$ cat src/rtl/fp_mul_seq_ctrl.sv
// -----------------------------------------------------------------------------
// fp_mul_seq_ctrl
// Sequential FP32 multiplier controller. One operand pair is accepted per
// transaction, the 24x24 mantissa product is built with radix-4 Booth digits
// on a single shared 50-bit signed accumulator, and the result is then
// normalised and rounded. NaN, infinity, zero and subnormal operands bypass
// the datapath. Subnormal inputs are flushed to zero. Subnormal outputs are
// flushed to zero with udrf set.
//
// Build option:
//   FP_MUL_DIGIT2_EN  when defined, two Booth digits are retired per CALC cycle
//                     (7 CALC cycles instead of 13). Results are identical.
//
// Ports:
//   clk        in   1   clock, rising edge
//   rst        in   1   asynchronous active-high reset
//   in_valid   in   1   operand pair valid
//   in_ready   out  1   controller idle, operand pair accepted when in_valid=1
//   fp_X       in  32   multiplier operand (Booth-recoded)
//   fp_Y       in  32   multiplicand operand
//   r_mode     in   3   000 RNE, 001 RTZ, 010 RDN, 011 RUP, 100 RMM, others RNE
//   out_valid  out  1   result valid (held until out_ready)
//   out_ready  in   1   consumer accepts result
//   fp_Z       out 32   product
//   ovrf       out  1   overflow flag, qualified by out_valid
//   udrf       out  1   underflow flag, qualified by out_valid
//   busy       out  1   controller not idle
// -----------------------------------------------------------------------------
module fp_mul_seq_ctrl #(
    parameter int EXP_BIAS   = 127,
    parameter int NUM_DIGITS = 13
) (
    input  logic        clk,
    input  logic        rst,
    input  logic        in_valid,
    output logic        in_ready,
    input  logic [31:0] fp_X,
    input  logic [31:0] fp_Y,
    input  logic [2:0]  r_mode,
    output logic        out_valid,
    input  logic        out_ready,
    output logic [31:0] fp_Z,
    output logic        ovrf,
    output logic        udrf,
    output logic        busy
);

    typedef enum logic [1:0] {
        S_IDLE = 2'd0,
        S_CALC = 2'd1,
        S_RND  = 2'd2,
        S_DONE = 2'd3
    } state_t;

    state_t             r_state;
    state_t             w_state_nxt;

    logic [23:0]        r_mx;
    logic [23:0]        r_my;
    logic [7:0]         r_ex;
    logic [7:0]         r_ey;
    logic               r_sign;
    logic [2:0]         r_rmode;
    logic [3:0]         r_cnt;
    logic signed [49:0] r_acc;
    logic [31:0]        r_z;
    logic               r_ovrf;
    logic               r_udrf;

    // Booth radix-4 partial product for digit idx, already shifted by 2*idx.
    // mext holds the multiplier with an implicit m[-1]=0 at bit 0 and zero
    // padding above, so digit idx reads mext[2*idx +: 3].
    function automatic logic signed [49:0] booth_pp(input logic [28:0] mext,
                                                    input logic [23:0] mcand,
                                                    input logic [3:0]  idx);
        logic signed [49:0] v_m;
        logic signed [49:0] v_pp;
        logic [2:0]         v_bits;
        v_bits = mext[{idx, 1'b0} +: 3];
        v_m    = $signed({26'd0, mcand});
        case (v_bits)
            3'b001, 3'b010: v_pp = v_m;
            3'b011:         v_pp = v_m <<< 1;
            3'b100:         v_pp = -(v_m <<< 1);
            3'b101, 3'b110: v_pp = -v_m;
            default:        v_pp = '0;
        endcase
        return v_pp <<< {idx, 1'b0};
    endfunction

    // Round-up decision from guard/sticky and the result sign.
    function automatic logic round_inc(input logic [2:0] mode, input logic s,
                                       input logic lsb, input logic g, input logic st);
        case (mode)
            3'b001:  return 1'b0;
            3'b010:  return s & (g | st);
            3'b011:  return ~s & (g | st);
            3'b100:  return g;
            default: return g & (st | lsb);
        endcase
    endfunction

    // Saturated result on exponent overflow: directed modes pick between
    // infinity and the largest finite magnitude depending on sign.
    function automatic logic [31:0] ovf_result(input logic [2:0] mode, input logic s);
        case (mode)
            3'b001:  return {s, 31'h7F7F_FFFF};
            3'b010:  return s ? 32'hFF80_0000 : 32'h7F7F_FFFF;
            3'b011:  return s ? 32'hFF7F_FFFF : 32'h7F80_0000;
            default: return {s, 8'hFF, 23'd0};
        endcase
    endfunction

    // ---------------- operand classification (IDLE accept) ----------------
    logic        w_accept;
    logic        w_sign_in;
    logic        w_x_nan, w_y_nan, w_x_inf, w_y_inf, w_x_zs, w_y_zs;
    logic        w_special;
    logic [31:0] w_spec_z;

    assign w_accept  = (r_state == S_IDLE) && in_valid;
    assign w_sign_in = fp_X[31] ^ fp_Y[31];
    assign w_x_nan   = (fp_X[30:23] == 8'hFF) && (fp_X[22:0] != 23'd0);
    assign w_y_nan   = (fp_Y[30:23] == 8'hFF) && (fp_Y[22:0] != 23'd0);
    assign w_x_inf   = (fp_X[30:23] == 8'hFF) && (fp_X[22:0] == 23'd0);
    assign w_y_inf   = (fp_Y[30:23] == 8'hFF) && (fp_Y[22:0] == 23'd0);
    assign w_x_zs    = (fp_X[30:23] == 8'h00);
    assign w_y_zs    = (fp_Y[30:23] == 8'h00);
    assign w_special = w_x_nan | w_y_nan | w_x_inf | w_y_inf | w_x_zs | w_y_zs;

    always_comb begin
        w_spec_z = {w_sign_in, 31'd0};
        if (w_x_nan || w_y_nan || (w_x_inf && w_y_zs) || (w_y_inf && w_x_zs)) begin
            w_spec_z = 32'h7FC0_0000;
        end else if (w_x_inf || w_y_inf) begin
            w_spec_z = {w_sign_in, 8'hFF, 23'd0};
        end
    end

    // ---------------- Booth digit selection ----------------
    logic [28:0]        w_mext;
    logic signed [49:0] w_pp;
    logic               w_last;

    assign w_mext = {4'd0, r_mx, 1'b0};

`ifdef FP_MUL_DIGIT2_EN
    localparam logic [3:0] LAST_CNT = 4'((NUM_DIGITS + 1) / 2 - 1);
    logic [3:0] w_idx_a;
    logic [3:0] w_idx_b;
    assign w_idx_a = {r_cnt[2:0], 1'b0};
    assign w_idx_b = {r_cnt[2:0], 1'b1};
    assign w_pp    = booth_pp(w_mext, r_my, w_idx_a) + booth_pp(w_mext, r_my, w_idx_b);
`else
    localparam logic [3:0] LAST_CNT = 4'(NUM_DIGITS - 1);
    assign w_pp = booth_pp(w_mext, r_my, r_cnt);
`endif

    assign w_last = (r_cnt == LAST_CNT);

    // ---------------- normalise / round / range check ----------------
    logic [47:0]        w_prod;
    logic signed [9:0]  w_e0, w_e1, w_e2;
    logic [23:0]        w_mant;
    logic [23:0]        w_mant_f;
    logic [24:0]        w_mant_r;
    logic               w_g, w_st, w_inc;
    logic [31:0]        w_rnd_z;
    logic               w_rnd_ovrf, w_rnd_udrf;

    always_comb begin
        w_prod     = r_acc[47:0];
        w_e0       = 10'(r_ex) + 10'(r_ey) - 10'(EXP_BIAS);
        w_mant     = w_prod[46:23];
        w_g        = w_prod[22];
        w_st       = |w_prod[21:0];
        w_e1       = w_e0;
        if (w_prod[47]) begin
            w_mant = w_prod[47:24];
            w_g    = w_prod[23];
            w_st   = |w_prod[22:0];
            w_e1   = w_e0 + 10'sd1;
        end
        w_inc    = round_inc(r_rmode, r_sign, w_mant[0], w_g, w_st);
        w_mant_r = {1'b0, w_mant} + {24'd0, w_inc};
        // A rounding carry out of 0xFFFFFF renormalises to 1.0 x 2^(e+1).
        if (w_mant_r[24]) begin
            w_mant_f = 24'h80_0000;
            w_e2     = w_e1 + 10'sd1;
        end else begin
            w_mant_f = w_mant_r[23:0];
            w_e2     = w_e1;
        end
        w_rnd_ovrf = 1'b0;
        w_rnd_udrf = 1'b0;
        if (w_e2 >= 10'sd255) begin
            w_rnd_ovrf = 1'b1;
            w_rnd_z    = ovf_result(r_rmode, r_sign);
        end else if (w_e2 <= 10'sd0) begin
            w_rnd_udrf = 1'b1;
            w_rnd_z    = {r_sign, 31'd0};
        end else begin
            w_rnd_z    = {r_sign, w_e2[7:0], w_mant_f[22:0]};
        end
    end

    // ---------------- FSM ----------------
    always_ff @(posedge clk or posedge rst) begin
        if (rst) begin
            r_state <= S_IDLE;
        end else begin
            r_state <= w_state_nxt;
        end
    end

    always_comb begin
        w_state_nxt = r_state;
        case (r_state)
            S_IDLE: if (in_valid) w_state_nxt = w_special ? S_DONE : S_CALC;
            S_CALC: if (w_last) w_state_nxt = S_RND;
            S_RND:  w_state_nxt = S_DONE;
            S_DONE: if (out_ready) w_state_nxt = S_IDLE;
            default: w_state_nxt = S_IDLE;
        endcase
    end

    // ---------------- datapath registers ----------------
    always_ff @(posedge clk or posedge rst) begin
        if (rst) begin
            r_mx    <= '0;
            r_my    <= '0;
            r_ex    <= '0;
            r_ey    <= '0;
            r_sign  <= 1'b0;
            r_rmode <= '0;
            r_cnt   <= '0;
            r_acc   <= '0;
            r_z     <= '0;
            r_ovrf  <= 1'b0;
            r_udrf  <= 1'b0;
        end else begin
            if (w_accept) begin
                r_mx    <= {1'b1, fp_X[22:0]};
                r_my    <= {1'b1, fp_Y[22:0]};
                r_ex    <= fp_X[30:23];
                r_ey    <= fp_Y[30:23];
                r_sign  <= w_sign_in;
                r_rmode <= r_mode;
                r_cnt   <= '0;
                r_acc   <= '0;
                if (w_special) begin
                    r_z    <= w_spec_z;
                    r_ovrf <= 1'b0;
                    r_udrf <= 1'b0;
                end
            end
            if (r_state == S_CALC) begin
                r_acc <= r_acc + w_pp;
                if (!w_last) r_cnt <= r_cnt + 4'd1;
            end
            if (r_state == S_RND) begin
                r_z    <= w_rnd_z;
                r_ovrf <= w_rnd_ovrf;
                r_udrf <= w_rnd_udrf;
            end
        end
    end

    assign in_ready  = (r_state == S_IDLE);
    assign out_valid = (r_state == S_DONE);
    assign busy      = (r_state != S_IDLE);
    assign fp_Z      = r_z;
    assign ovrf      = r_ovrf;
    assign udrf      = r_udrf;

endmodule

$ cat config.mk
export PLATFORM = sky130hd
export DESIGN_NAME = fp_mul_seq_ctrl
export DESIGN_NICKNAME = d
export VERILOG_FILES = /design/src/rtl/fp_mul_seq_ctrl.sv
export SDC_FILE = /design/constraint.sdc
export NUM_CORES = 1
export LEC_CHECK = 0
export CAP_MARGIN = 20
export CORE_ASPECT_RATIO = 0.5
export CORE_UTILIZATION = 60
export CTS_CLUSTER_SIZE = 8
export DETAILED_ROUTE_END_ITERATION = 12
export DONT_BUFFER_PORTS = 1
export HOLD_SLACK_MARGIN = 0.08
export PLACE_DENSITY = 0.76
export SETUP_SLACK_MARGIN = 0.5
export SYNTH_ARGS = -nofsm -noshare
export SYNTH_HDL_FRONTEND = slang
export SYNTH_SLANG_ARGS = --single-unit
$ cat constraint.sdc
create_clock -name clk -period 6.9 [get_ports clk]
set_clock_uncertainty 0.15 [all_clocks]
set_input_delay 1.38 -clock clk [delete_from_list [all_inputs] [get_ports clk]]
set_output_delay 1.38 -clock clk [all_outputs]
set_load 0.01 [all_outputs]
# == Yosys cells after proc, flatten, opt, wreduce, memory -nomap -nowiden ==
# Cells that the tools add are included.
# totals
rom_bits,0
out_inout_bits,37
mem_bits_rw,0
latchBits,0
in_bits,71
memories,0
reg_bits,158
wordCells,119
# op_classes
reduce_logical,28
n_div,0
n_eq_ne,19
multipliers,0
add_sub_neg,9
shifts,2
order_cmp,2
muxes,35
bitwise,12
# ops
operator,count
$mux W32,7
$pmux W50 S4,1
$mux W50,2
$pmux W32 S3,1
$mux W31,2
$add A50 B50 Y50,1
$neg A24 Y50,1
$neg A25 Y50,1
$sshl A50 B5 Y50,1
$logic_not A23 Y1,2
$reduce_bool A23 Y1,2
$shiftx A29 B6 Y3,1
$add A24 B1 Y25,1
$mux W24,1
$mux W23,1
$reduce_or A23 Y1,1
$reduce_or A22 Y1,1
$add A10 B2 Y10 const B,2
$mux W10,2
$eq A8 B8 Y1 const B,2
$logic_not A8 Y1,2
$eq A3 B2 Y1 const B,4
$eq A3 B3 Y1 const B,4
$mux W4,3
other kinds (26),61

# == Longest topological paths before layout ==
# logic_depth
ltp_word,11
mapped_depth,25
mapped_depth_nobuf,23

# == Least setup slack after synthesis ==
# Ideal clock, no wire load.
# synth_timing
path_kind,register -> register
start,register r_cnt[0]
end,register r_acc[47]
path_buffers,2
setup_ps,79
slack_ps,888
arrival_time_ps,5783
period_less_slack_ps,6012
stages_incl_launch_ff,23
t_required_ps,6671
cell_sequence,dfrtp_1 > buf_6 > mux4_2 > a221oi_4 > a211oi_4 > buf_6 > a31o_2 > a221oi_1 > mux2i_1 > a21oi_1 > a21boi_0 > a211oi_1 > ha_1 > and4_1 > nand3_1 > or3b_2 > a211oi_1 > o21ai_0 > a2111oi_0 > o21ai_0 > and3_1 > o31a_1 > mux2i_1
# synth_between
elab_chain_cells,7
elab_cells_between_ends,13
classes_between,add/sub: 1; eq/ne: 6; shift: 2; mux: 2; reduce/logical: 2
# synth_rtl
item,line,text
start: declaration,64,logic [3:0] r_cnt;
start signal: assignment,259,if (!w_last) r_cnt <= r_cnt + 4'd1;
$shiftx A29 B6 Y3,79,"v_bits = mext[{idx, 1'b0} +: 3];"
$eq A3 B3 Y1 (tied with other cells),81,case (v_bits)
$reduce_or A2 Y1,81,
$pmux W50 S4,81,
$sshl A50 B5 Y50 *,88,"return v_pp <<< {idx, 1'b0};"
$add A50 B50 Y50 *,258,r_acc <= r_acc + w_pp;
$mux W50 *,257,if (r_state == S_CALC) begin
end signal: assignment,258,
end: declaration,65,logic signed [49:0] r_acc;
# Mark *: on every way between the ends. The rest lies on a longest branch, timed or not.
# A chain may end at the register's enable or synchronous reset.

# == Worst setup path in the final report ==
# layout_timing
start,register r_cnt[0]
end,register r_acc[33]
# The elaborated chain is that of the path after synthesis.

==> results.py <==
metrics = {
    "clock_tree": {
        "ctsHoldBuffers": 0,
        "cts_htree_levels": 4,
        "clkTransAtPathRegs_ps": 60,
        "cts_made_buffers": 17,
        "cts_tree": "built",
        "cts_sinks": 155,
        "clock_tree.buffer_depth": 2,
        "worstSkewPairLatency_ps": 460,
        "cts-root-buf": "clkbuf_16",
    },
    "logic_synthesis": {
        "yosys.area.top_type": "dfrtp_1",
        "syn_area_um2": 14500,
        "ys_seq_area_share_pct": 26.7,
        "avgSynthCellArea_um2": 8.55,
        "synth_top_area_share_pct": 26.7,
        "synth_cell_types": 105,
        "ys_warn_count": 0,
        "syn_inst": 1698,
        "synth-seq-cells": 155,
        "synthArstFlopShare_pct": 100,
        "synth_nets": 1847,
        "ys_top_cells_by_area": "dfrtp_1 (27%), ha_1 (6.5%), mux2_2 (6.4%)",
        "dominantRegCellSynth": "dfrtp_1",
        "synth-edff-count": 0,
    },
    "hold_path": {
        "min-delay-start": "r_mx[4]",
        "min_delay_path_depth": 1,
        "worstHoldEndpoint": "r_mx[4]",
        "hold_path.class": "register to register",
    },
    "placement": {
        "dp_slack_ps": -274,
        "dp_hpwl_mm": 32.3,
        "io_buffer_count": 0,
        "routabilityCongestion": 1.08,
    },
    "grt": {
        "track_usage_pct": 35.9,
        "grt_max_degree": 93,
        "grt_pass1_wl_mm": 71.0,
        "antenna_found_initial": 0,
        "overflow": 0,
        "grt_pass1_vias": 13000,
    },
    "critical_path": {
        "path_max_fanout": 7,
        "critical_path_class": "register to register",
        "critical_path.endpoint_type": "register",
        "r2r_start": "r_cnt[0]",
        "start_kind": "register",
        "crit_required_ps": 7060,
        "r2r-end": "r_acc[33]",
        "ff2ff_path_depth": 24,
        "cp.arrival_ps": 6430,
        "r2r_slack_ps": 620,
    },
    "die": {
        "pin_count": 108,
        "die_h_um": 112,
        "die-area_um2": 24900,
        "coreArea_um2": 23300,
        "die_w_um": 222,
        "start_util_pct": 62.4,
        "num_rows": 39,
    },
    "job": {
        "drv_cap": 0,
    },
    "sta": {
        "fmax_mhz": 159,
        "period_needed_ps": 6280,
        "hold_violations": 0,
        "grt_setup_unrepaired": "yes",
        "slew_violations": 0,
        "layout_setup_ws_ps": 625,
        "post-route-period-util_pct": 90.9,
        "tns_ps": 0,
        "slew_headroom_pct": 44.2,
        "finalSetupViolCount": 0,
        "tightestPinTransition_ps": 838,
    },
    "detailed_routing": {
        "wire_per_inst_um": 22.1,
        "via_per_inst": 6.95,
        "dr.first_iter.drc_count": 1951,
        "drc_errors": 0,
        "wl_mm": 44.9,
        "drtPass1Iterations": 8,
        "dr_total_vias": 14100,
        "ant_nets": 0,
    },
    "cells_and_area": {
        "layout-drive-gt1-share_pct": 20.0,
        "nFillCells": 1792,
        "area_delta_synth_final_pct": 12.1,
        "nets": 1856,
    },
    "outcome": {
        "status": "finished, final reports clean",
    },
}
state kept, by name (all words and copies together) (netlist names):
signal	count
r_acc	48
fp_Z	32
r_mx	24
r_my	23
r_ex	8
r_ey	8
r_cnt	4
r_rmode	3
r_state	2
ovrf	1
r_sign	1
udrf	1
through the flow:
stage / util (%) / cells / cell area, µm² / hold slack, ps
global route: 69.9 / 2027 / 16300 / 374
finish: 69.9 / 2028 / 16300 / 357
CTS: 67.6 / 1990 / 15700 / 353
detailed placement: 63.7 / 1946 / 14800 / 348
floorplan: - / 1698 / 14500 / 324
global placement: 63.7 / 1946 / 14800 / 338
layout make-up:
| class | instances | area, µm² | area share, % |
|---|---|---|---|
| diodes | 1 | 2.50 | 0.0154 |
| clock buffers | 18 | 429 | 2.64 |
| clock inverters | 14 | 184 | 1.13 |
| inverters | 54 | 208 | 1.28 |
| multi-input cells | 1388 | 10400 | 63.9 |
| flip-flops and latches | 155 | 3880 | 23.9 |
| well taps | 307 | 384 | 2.36 |
| repair buffers | 91 | 779 | 4.79 |
layout by cell type (no fill, tap or decap), drive strengths merged, types with 12 or more instances in the layout:
master and n:
nand2 161, dfrtp 155, o21ai 135, a21oi 129, nor2 111, buf 89
mux2 83, ha 76, inv 59, nand3 51, mux2i 46, nor4 42
xnor2 40, xor2 37, a21o 35, a211oi 34, nor3 31, nand4 25
o211ai 21, or3 20, clkbuf 19, o21a 18, o31ai 18, a221oi 17
and2 15, a22oi 15, a31o 15, mux4 14, and3 13, or4 13
nor2b 12, nand2b 12
cell usage after synthesis (all sizes together), types with 6 or more instances:
cell and count:
a221oi 17, nand2 161, o211ai 20, nor2 111
nand3 51, and3 13, mux2i 46, a31oi 11
nor4 42, or2 7, nor2b 12, and2 15
o22ai 7, buf 37, nand4 25, nand3b 8
a21o 35, a21oi 129, clkbuf 65, inv 54
ha 76, or4 13, a221o 7, o31ai 18
a22oi 15, xor2 37, a211oi 34, mux2 83
o21ai 135, nand2b 12, mux4 14, or3 20
o21a 18, a31o 15, dfrtp 155, a2111oi 9
nor3 31, a211o 11, a311oi 6, xnor2 40
a21boi 10
metal layers:
metal | GRT usage (%) | wire [µm] | share of wire (%)
met2 | 54.2 | 19200 | 43
met3 | 8.66 | 4500 | 10
met4 | 9.72 | 1140 | 2.5
met5 | 0 | 0 | 0
met1 | 51.4 | 20000 | 45
kinds of logic (layout without fill, tap and decap cells):
kind of cell               after synthesis  count (layout)  synth area share, %
AOI/OAI and AO/OA                      547             548                 25.7
xor gates and xnor gates                78              78                 5.01
adders and majority gates               78              78                 6.82
buffers and inverters                  156             177                 4.53
DFF                                    155             155                 26.7
muxes                                  143             143                 11.9
other                                    0               1                    0
and+or+nand+nor                        541             541                 19.3
worst max-delay path: stages, from the launching register on:
cell	delay, ps
dfrtp_2	450
buf_4	170
mux4_1	560
nor2_2	170
nor3_2	100
buf_4	200
o211ai_4	290
o31ai_2	120
a222oi_1	550
mux2i_1	250
buf_4	190
a21oi_1	140
a31o_2	150
nor2_1	50
ha_1	360
and4_1	220
nand3_1	90
or3b_4	450
a21o_1	200
a211o_1	310
a21oi_1	250
o21ai_1	170
a21oi_2	190
mux2i_1	230
o211ai_1	110
how the worst max path moves through the flow:
| stage | slack (ps) | endpoint | cells past startpoint | from |
|---|---|---|---|---|
| 2_1_floorplan | 890 | r_acc[47] | 22 | r_cnt[0] |
| 3_3_place_gp | 30 | r_acc[47] | 22 | r_cnt[0] |
| 3_5_place_dp | -270 | r_acc[47] | 22 | r_cnt[0] |
| 4_1_cts | 500 | r_acc[47] | 22 | r_cnt[0] |
| 5_1_grt | 410 | r_acc[40] | 22 | r_cnt[0] |
| 6_report | 620 | r_acc[33] | 24 | r_cnt[0] |
repair_timing:
action,4_1_cts,5_1_grt
buffers inserted,11,35
pin swaps,5,25
gates cloned,1,2
resized for setup,35,45
setup endpoints to repair,18,19
hold endpoints to repair,0,0
Power is left out: the tool's default activity adds up to more than one toggle a clock period on the data nets, which glitch-free logic cannot reach.
